### src/rtl/sdram_frame_reader.sv
// Fetches one contiguous frame from SDRAM with Avalon-MM bursts and replays it as a marked video stream.
// Latency: first read 2 cycles after start; readdatavalid to stream valid is at least 2 cycles.
// Backpressure: out_enable=0 holds words in the FIFO, and bursts are issued only when the FIFO has room for them.

// Small synchronous FIFO that absorbs the returning bursts.
// Latency: a word written in cycle N can be popped in cycle N+1; pop_data is read combinationally from the head.
// Backpressure: none inside the FIFO; the owner guarantees it never pushes when the FIFO is full.
module sdram_frame_reader_fifo #(
    parameter int WIDTH = 64,
    parameter int DEPTH = 64
) (
    input  logic                       clk,
    input  logic                       reset,
    input  logic                       push,
    input  logic [WIDTH-1:0]           push_data,
    input  logic                       pop,
    output logic [WIDTH-1:0]           pop_data,
    output logic                       empty,
    output logic [$clog2(DEPTH+1)-1:0] used
);
    localparam int AW = (DEPTH > 1) ? $clog2(DEPTH) : 1;

    logic [WIDTH-1:0] mem [DEPTH];
    logic [AW-1:0]    wr_ptr;
    logic [AW-1:0]    rd_ptr;
    logic             do_pop;

    assign do_pop   = pop && !empty;
    assign empty    = (used == '0);
    assign pop_data = mem[rd_ptr];

    // Storage array; the contents need no reset because used gates every read.
    always_ff @(posedge clk) begin
        if (push) begin
            mem[wr_ptr] <= push_data;
        end
    end

    // Pointers and fill level; a push and a pop in the same cycle leave used unchanged.
    always_ff @(posedge clk) begin
        if (reset) begin
            wr_ptr <= '0;
            rd_ptr <= '0;
            used   <= '0;
        end else begin
            if (push) begin
                wr_ptr <= wr_ptr + 1'b1;
            end
            if (do_pop) begin
                rd_ptr <= rd_ptr + 1'b1;
            end
            case ({push, do_pop})
                2'b10:   used <= used + 1'b1;
                2'b01:   used <= used - 1'b1;
                default: used <= used;
            endcase
        end
    end
endmodule

// Burst-read DMA stage: SDRAM frame to Avalon-ST video stream with sop/eop/sof/eof markers.
// Latency: read rises 2 cycles after start; a stream word appears 2 cycles after its readdatavalid at minimum.
// Backpressure: out_enable=0 stalls output; reads are credit-limited so the FIFO never overflows.
module sdram_frame_reader #(
    parameter int WIDTH_ADDR = 32,
    parameter int WIDTH_DATA = 64,
    parameter int BURST_LEN  = 16,
    parameter int LINE_WORDS = 28,
    parameter int LINES      = 28,
    parameter int FIFO_DEPTH = 64
) (
    input  logic                  clk,
    input  logic                  reset,
    input  logic                  start,
    input  logic [WIDTH_ADDR-1:0] base_addr,
    input  logic                  out_enable,
    output logic                  busy,
    output logic                  done,
    output logic [WIDTH_ADDR-1:0] address,
    output logic [7:0]            burstcount,
    output logic                  read,
    input  logic                  waitrequest,
    input  logic [WIDTH_DATA-1:0] readdata,
    input  logic                  readdatavalid,
    output logic [WIDTH_DATA-1:0] data,
    output logic                  valid,
    output logic                  sop,
    output logic                  eop,
    output logic                  sof,
    output logic                  eof
);
    localparam int TOTAL = LINE_WORDS * LINES;
    localparam int CW_T  = $clog2(TOTAL + 1);
    localparam int CW_F  = $clog2(FIFO_DEPTH + 1);
    localparam int CW_A  = (CW_T > CW_F) ? CW_T : CW_F;
    // Counters share one width wide enough for TOTAL, FIFO_DEPTH and an 8-bit burstcount.
    localparam int CW    = (CW_A > 8) ? CW_A : 8;
    localparam int UW    = $clog2(FIFO_DEPTH + 1);
    localparam int LW    = (LINE_WORDS > 1) ? $clog2(LINE_WORDS) : 1;

    localparam logic [CW-1:0] TOTAL_C   = CW'(TOTAL);
    localparam logic [CW-1:0] LAST_C    = CW'(TOTAL - 1);
    localparam logic [CW-1:0] BURST_C   = CW'(BURST_LEN);
    localparam logic [CW-1:0] DEPTH_C   = CW'(FIFO_DEPTH);
    localparam logic [LW-1:0] LINE_LAST = LW'(LINE_WORDS - 1);

    typedef enum logic [2:0] {
        S_IDLE,
        S_CREDIT,
        S_REQ,
        S_DRAIN,
        S_DONE
    } state_t;

    state_t          state;
    state_t          state_next;

    logic [CW-1:0]   req_cnt;
    logic [CW-1:0]   rx_cnt;
    logic [CW-1:0]   tx_cnt;
    logic [LW-1:0]   word_in_line;

    logic [CW-1:0]   remaining;
    logic [CW-1:0]   burst_calc;
    logic [CW-1:0]   burst_ext;
    logic [CW-1:0]   pending;
    logic            credit_ok;
    logic            accept;

    logic            fifo_push;
    logic            fifo_pop;
    logic            fifo_empty;
    logic [UW-1:0]   fifo_used;
    logic [WIDTH_DATA-1:0] fifo_data;

    // Words still owed by SDRAM plus words already buffered must leave room for the whole next burst.
    assign remaining  = TOTAL_C - req_cnt;
    assign burst_calc = (remaining > BURST_C) ? BURST_C : remaining;
    assign burst_ext  = CW'(burstcount);
    assign pending    = (req_cnt - rx_cnt) + CW'(fifo_used);
    assign credit_ok  = (DEPTH_C - pending) >= burst_calc;
    assign accept     = (state == S_REQ) && !waitrequest;

    // Returns arriving while idle are stale (e.g. left over from an aborted frame) and are dropped.
    assign fifo_push  = readdatavalid && (state != S_IDLE);
    assign fifo_pop   = !fifo_empty && out_enable && (state != S_IDLE);

    sdram_frame_reader_fifo #(
        .WIDTH (WIDTH_DATA),
        .DEPTH (FIFO_DEPTH)
    ) u_fifo (
        .clk       (clk),
        .reset     (reset),
        .push      (fifo_push),
        .push_data (readdata),
        .pop       (fifo_pop),
        .pop_data  (fifo_data),
        .empty     (fifo_empty),
        .used      (fifo_used)
    );

    // FSM state register.
    always_ff @(posedge clk) begin
        if (reset) begin
            state <= S_IDLE;
        end else begin
            state <= state_next;
        end
    end

    // Next-state logic and the state-decoded request/status outputs.
    always_comb begin
        state_next = state;
        read       = 1'b0;
        busy       = 1'b0;
        done       = 1'b0;
        case (state)
            S_IDLE: begin
                if (start) begin
                    state_next = S_CREDIT;
                end
            end
            S_CREDIT: begin
                busy = 1'b1;
                if (credit_ok) begin
                    state_next = S_REQ;
                end
            end
            S_REQ: begin
                busy = 1'b1;
                read = 1'b1;
                if (!waitrequest) begin
                    state_next = ((req_cnt + burst_ext) == TOTAL_C) ? S_DRAIN : S_CREDIT;
                end
            end
            S_DRAIN: begin
                busy = 1'b1;
                if (tx_cnt == TOTAL_C) begin
                    state_next = S_DONE;
                end
            end
            S_DONE: begin
                done       = 1'b1;
                state_next = S_IDLE;
            end
            default: begin
                state_next = S_IDLE;
            end
        endcase
    end

    // Request address/size and the progress counters.
    always_ff @(posedge clk) begin
        if (reset) begin
            address      <= '0;
            burstcount   <= '0;
            req_cnt      <= '0;
            rx_cnt       <= '0;
            tx_cnt       <= '0;
            word_in_line <= '0;
        end else if (state == S_IDLE) begin
            if (start) begin
                address      <= base_addr;
                req_cnt      <= '0;
                rx_cnt       <= '0;
                tx_cnt       <= '0;
                word_in_line <= '0;
            end
        end else begin
            // burstcount is frozen on entry to REQ so it stays stable through waitrequest.
            if ((state == S_CREDIT) && credit_ok) begin
                burstcount <= burst_calc[7:0];
            end
            if (accept) begin
                address <= address + WIDTH_ADDR'(burstcount);
                req_cnt <= req_cnt + burst_ext;
            end
            if (fifo_push) begin
                rx_cnt <= rx_cnt + 1'b1;
            end
            if (fifo_pop) begin
                tx_cnt       <= tx_cnt + 1'b1;
                word_in_line <= (word_in_line == LINE_LAST) ? '0 : word_in_line + 1'b1;
            end
        end
    end

    // Registered stream output: markers describe the word popped in the previous cycle.
    always_ff @(posedge clk) begin
        if (reset) begin
            data  <= '0;
            valid <= 1'b0;
            sop   <= 1'b0;
            eop   <= 1'b0;
            sof   <= 1'b0;
            eof   <= 1'b0;
        end else begin
            valid <= fifo_pop;
            if (fifo_pop) begin
                data <= fifo_data;
                sop  <= (word_in_line == '0);
                eop  <= (word_in_line == LINE_LAST);
                sof  <= (tx_cnt == '0);
                eof  <= (tx_cnt == LAST_C);
            end else begin
                sop  <= 1'b0;
                eop  <= 1'b0;
                sof  <= 1'b0;
                eof  <= 1'b0;
            end
        end
    end
endmodule

### config.mk
export PLATFORM = sky130hd
export DESIGN_NAME = sdram_frame_reader
export DESIGN_NICKNAME = d
export VERILOG_FILES = /design/src/rtl/sdram_frame_reader.sv
export SDC_FILE = /design/constraint.sdc
export NUM_CORES = 2
export LEC_CHECK = 0
export BUFFER_PORTS_ARGS = -buffer_cell sky130_fd_sc_hd__buf_2
export CORE_MARGIN = 1.5
export CORE_UTILIZATION = 60
export CTS_BUF_LIST = sky130_fd_sc_hd__clkbuf_4 sky130_fd_sc_hd__clkbuf_8 sky130_fd_sc_hd__clkbuf_16
export DETAILED_ROUTE_END_ITERATION = 12
export PLACE_DENSITY_LB_ADDON = 0.15
export SETUP_SLACK_MARGIN = 0.4
export SYNTH_ARGS = -nofsm -noshare
export SYNTH_HDL_FRONTEND = slang
export SYNTH_SLANG_ARGS = --single-unit
### constraint.sdc
create_clock -name clk -period 5.9 [get_ports clk]
set_clock_uncertainty 0.1 [all_clocks]
set_input_delay 0 -clock clk [delete_from_list [all_inputs] [get_ports clk]]
set_output_delay 0 -clock clk [all_outputs]
set_load 0.01 [all_outputs]
==> results by group <==
Status
  • Status: complete, no violations

Global route
  • First-pass GRT wire length: 645100 microns
  • Antenna violations before repair: 14
  • GRT Util Overall: 0.3319
  • Total global routing overflow: 0
  • Largest net degree at the start of global routing: 134
  • Vias in the first global route: 86000

Layout
  • Layout net count: ~8600
  • Filler cell count: around 17000
  • Non-Filler Instances: 12370
  • Layout cells sized above 1: 0.2534
  • Multi-input logic area: about 0.036 sq mm
  • Register area: ~0.13 sq mm
  • Layout area overhead: 13.44%

STA
  • RSZ-0062 raised after global routing: false
  • Rel. slew slack: 0.1222
  • Final hold vios: 0
  • Worst slew pin tran: ~1300 ps
  • Setup violators final: 0
  • Min Hold Slack: approximately 160 ps
  • Setup_tns: 0 ps
  • Maximum clock frequency: ~210 MHz
  • Fin crit period: a little under 5000 ps
  • Period utilization: 0.8252
  • Max Slew Vio Count: 0

Floorplanning
  • Starting Density: 0.6051
  • Die width: between 500 and 600 microns
  • Die Y: 526.2 microns
  • Die Area: 0.2769 sq mm
  • Site Rows: roughly 190
  • Core ar.: about 0.27 sq mm
  • I/O pins: 214

Route
  • # DRC: 0
  • DR iter-0 viols: approximately 13000
  • Vias per cell: roughly 7
  • Final wirelength: ~460000 microns
  • Via count: approximately 90000
  • Post-route ant nets: 0
  • Average wire per standard cell: 37.08 microns
  • Drt first pass iters: 6

Clock network
  • CTS Buf Count: just over 400
  • Htree depth: 5
  • Worst skew pair latency: 950 ps
  • Clock sinks: between 4000 and 5000
  • Root Buffer: clkbuf_16
  • Clk slew on worst S/H paths: roughly 60 ps
  • Clock Tree Buf Depth: 4
  • TritonCTS clock tree: yes

Power
  • Sw frac: 0.2049
  • P_int: 0.04945 W
  • Logic pwr share: 0.039
  • Pwr dens: roughly 330 mW/mm^2
  • Clock power share: 0.424
  • Leak pwr: between 50 and 60 nW
  • P_sw: roughly 0.013 W
  • Reg power frac: 0.537
  • Design Power: 0.06219 W
  • IR drop worst, VDD: around 310 uV

Place
  • Gpl congestion: about 0.85
  • IO Port Bufs: 213
  • Post-DP HPWL: between 200000 and 250000 microns
  • Placed Cells: 11420

Yosys
  • #FFs+latches synth: approximately 4300
  • Ys Warns: 0
  • Synth Instances: around 7800
  • Cell taking the most area after synthesis: edfxtp_1
  • Fraction of registers with async set/reset: 0
  • Post-synthesis average cell area: between 20 and 25 sq um
  • Number of synthesized flops with an enable pin: 4096
  • Top FF cell, synth: edfxtp_1
  • Count leader, synth: edfxtp_1
  • Share of the yosys chip area belonging to registers: 0.7690
  • Post-synth top cells: edfxtp_1, mux4_2, nand2_1
  • Post-synth top area share: 0.7488
  • Number of distinct library cells after synthesis: 85
  • Cell Area, Synth: 0.1643 sq mm
  • Cells taking the most area after synthesis: edfxtp_1, mux4_2, dfxtp_1

Worst setup path
  • CP required: 6670 ps
  • CP startpoint kind: flip-flop
  • CP cell instances: inv_1, fa_1, inv_1, ha_1, ha_1, fa_1, a21o_1, a21oi_1, o21bai_1, a21oi_1, xnor2_1, ha_1, o21a_1, o21ai_0, nand2b_1, nand4b_1, or4b_2, a21oi_1
  • Critical Path End Type: flip-flop
  • Top delay family on crit path: adder cells
  • Critical path class: reg -> reg
  • Critical Path Slowest Stage Cell: or4b_2
  • Crit path DAT: approximately 5600 ps
  • Worst path max stage delay: 750 ps
  • Critical path peak fanout: 10
  • WP buf/inv: 2

Worst hold path
  • Hold Crit Class: in -> reg

Run
  • Max-Cap Viols: 0
[what timing repair did]
item | in CTS | in global routing
endpoints found under the setup margin | 0 | 0
setup buffers | 0 | 0
hold endpoints to repair | 4237 | 0
hold buffers | 179 | 0
resized for setup | 0 | 0
[per-stage QoR]
step                utilization  cell area (sq um)  setup slack, ps
finish                   0.6864             186300             1032
global route             0.6863             186300            761.1
CTS                      0.6863             186300             1046
detailed placement       0.6295             170900             1080
global placement         0.6295             170900             1002
floorplan                     -             164300             1025
[placed cells by master, fill, tap and decap left out, types with 13 or more instances in the layout]
master / netlist / layout
edfxtp_1: 4096 / 4096
mux4_2: 959 / 959
clkbuf_16: 0 / 420
nand2_1: 264 / 263
mux2i_1: 261 / 261
a22oi_1: 245 / 245
nand3_1: 222 / 222
buf_2: 190 / 213
buf_4: 29 / 203
dlygate4sd3_1: 0 / 179
dfxtp_1: 166 / 161
a21oi_1: 127 / 127
nor2_1: 190 / 119
a221oi_1: 112 / 112
clkbuf_4: 0 / 101
o21ai_0: 98 / 97
clkinv_1: 0 / 76
a211oi_1: 72 / 72
clkinv_2: 0 / 72
nor2_4: 0 / 70
nor2b_1: 65 / 59
ha_1: 58 / 58
inv_1: 55 / 54
buf_12: 0 / 50
nor3_1: 39 / 38
clkbuf_8: 0 / 37
bufinv_16: 0 / 28
nand4_1: 23 / 23
xnor2_1: 23 / 23
and3_1: 18 / 18
o22ai_1: 18 / 18
o211ai_1: 15 / 15
nor4_1: 14 / 14
xor2_1: 14 / 14
a22o_1: 14 / 14
nand2b_1: 14 / 13
and2_1: 14 / 13
[final timing paths]
| path | slack (ps) | start | cells after the start | end |
|---|---|---|---|---|
| setup / recovery | 1030 | rx_cnt[2] | 18 | burstcount[3] |
| setup reg to reg | 1030 | rx_cnt[2] | 18 | burstcount[3] |
| hold reg to reg | 390 | data[58] | 2 | data[58] |
| hold / removal | 160 | reset | 5 | data[14] |
[final cells by class]
class,count,area share
Sequential cell,4262,0.6780
Multi-Input combinational cell,3064,0.1947
Clock buffer,558,0.06320
Timing Repair Buffer,645,0.02889
Tap cell,3570,0.02397
Clock inverter,205,0.009870
Inverter,58,0.001188
Antenna cell,11,0.0001477
[tightest hold or removal path: stages]
cell           delay (ps)
dlygate4sd3_1         520
buf_2                 210
nor2_4                200
nand2_1               140
nand3_1                60
[cell families after synthesis]
group,after synthesis,synth area share
AO/OA/AOI/OAI,804,0.03485
XOR/XNOR,37,0.001973
adder cells (fa/ha/maj),69,0.005759
buffers and inverters,494,0.01363
flip-flops,4262,0.7690
multiplexers,1232,0.1482
other,1,0.00002283
AND/OR/NAND/NOR,917,0.02652
[power groups by stage]
stage / Combinational (W) / Clock [W] / Sequential (W)
2_1_floorplan: 0.00144 / 0 / 0.0340
3_3_place_gp: 0.00227 / 0 / 0.0340
3_5_place_dp: 0.00231 / 0 / 0.0340
4_1_cts: 0.00245 / 0.0265 / 0.0334
5_1_grt: 0.00263 / 0.0276 / 0.0334
6_report: 0.00245 / 0.0264 / 0.0334
[metal layers]
metal	GRT usage	share of wire
met5	0	0
met4	0.1156	0.040
met3	0.06324	0.11
met2	0.5183	0.47
met1	0.4772	0.37
[registers in the layout, summed over array words and instances (netlist names), 3 cells and up]
signal / count
address: 32
u_fifo.mem: 4096
state: 3
rx_cnt: 10
word_in_line: 5
tx_cnt: 10
burstcount: 8
data: 64
req_cnt: 10
u_fifo.used: 7
u_fifo.rd_ptr: 6
u_fifo.wr_ptr: 6
No activity file was read; power rests on OpenSTA's default activity.
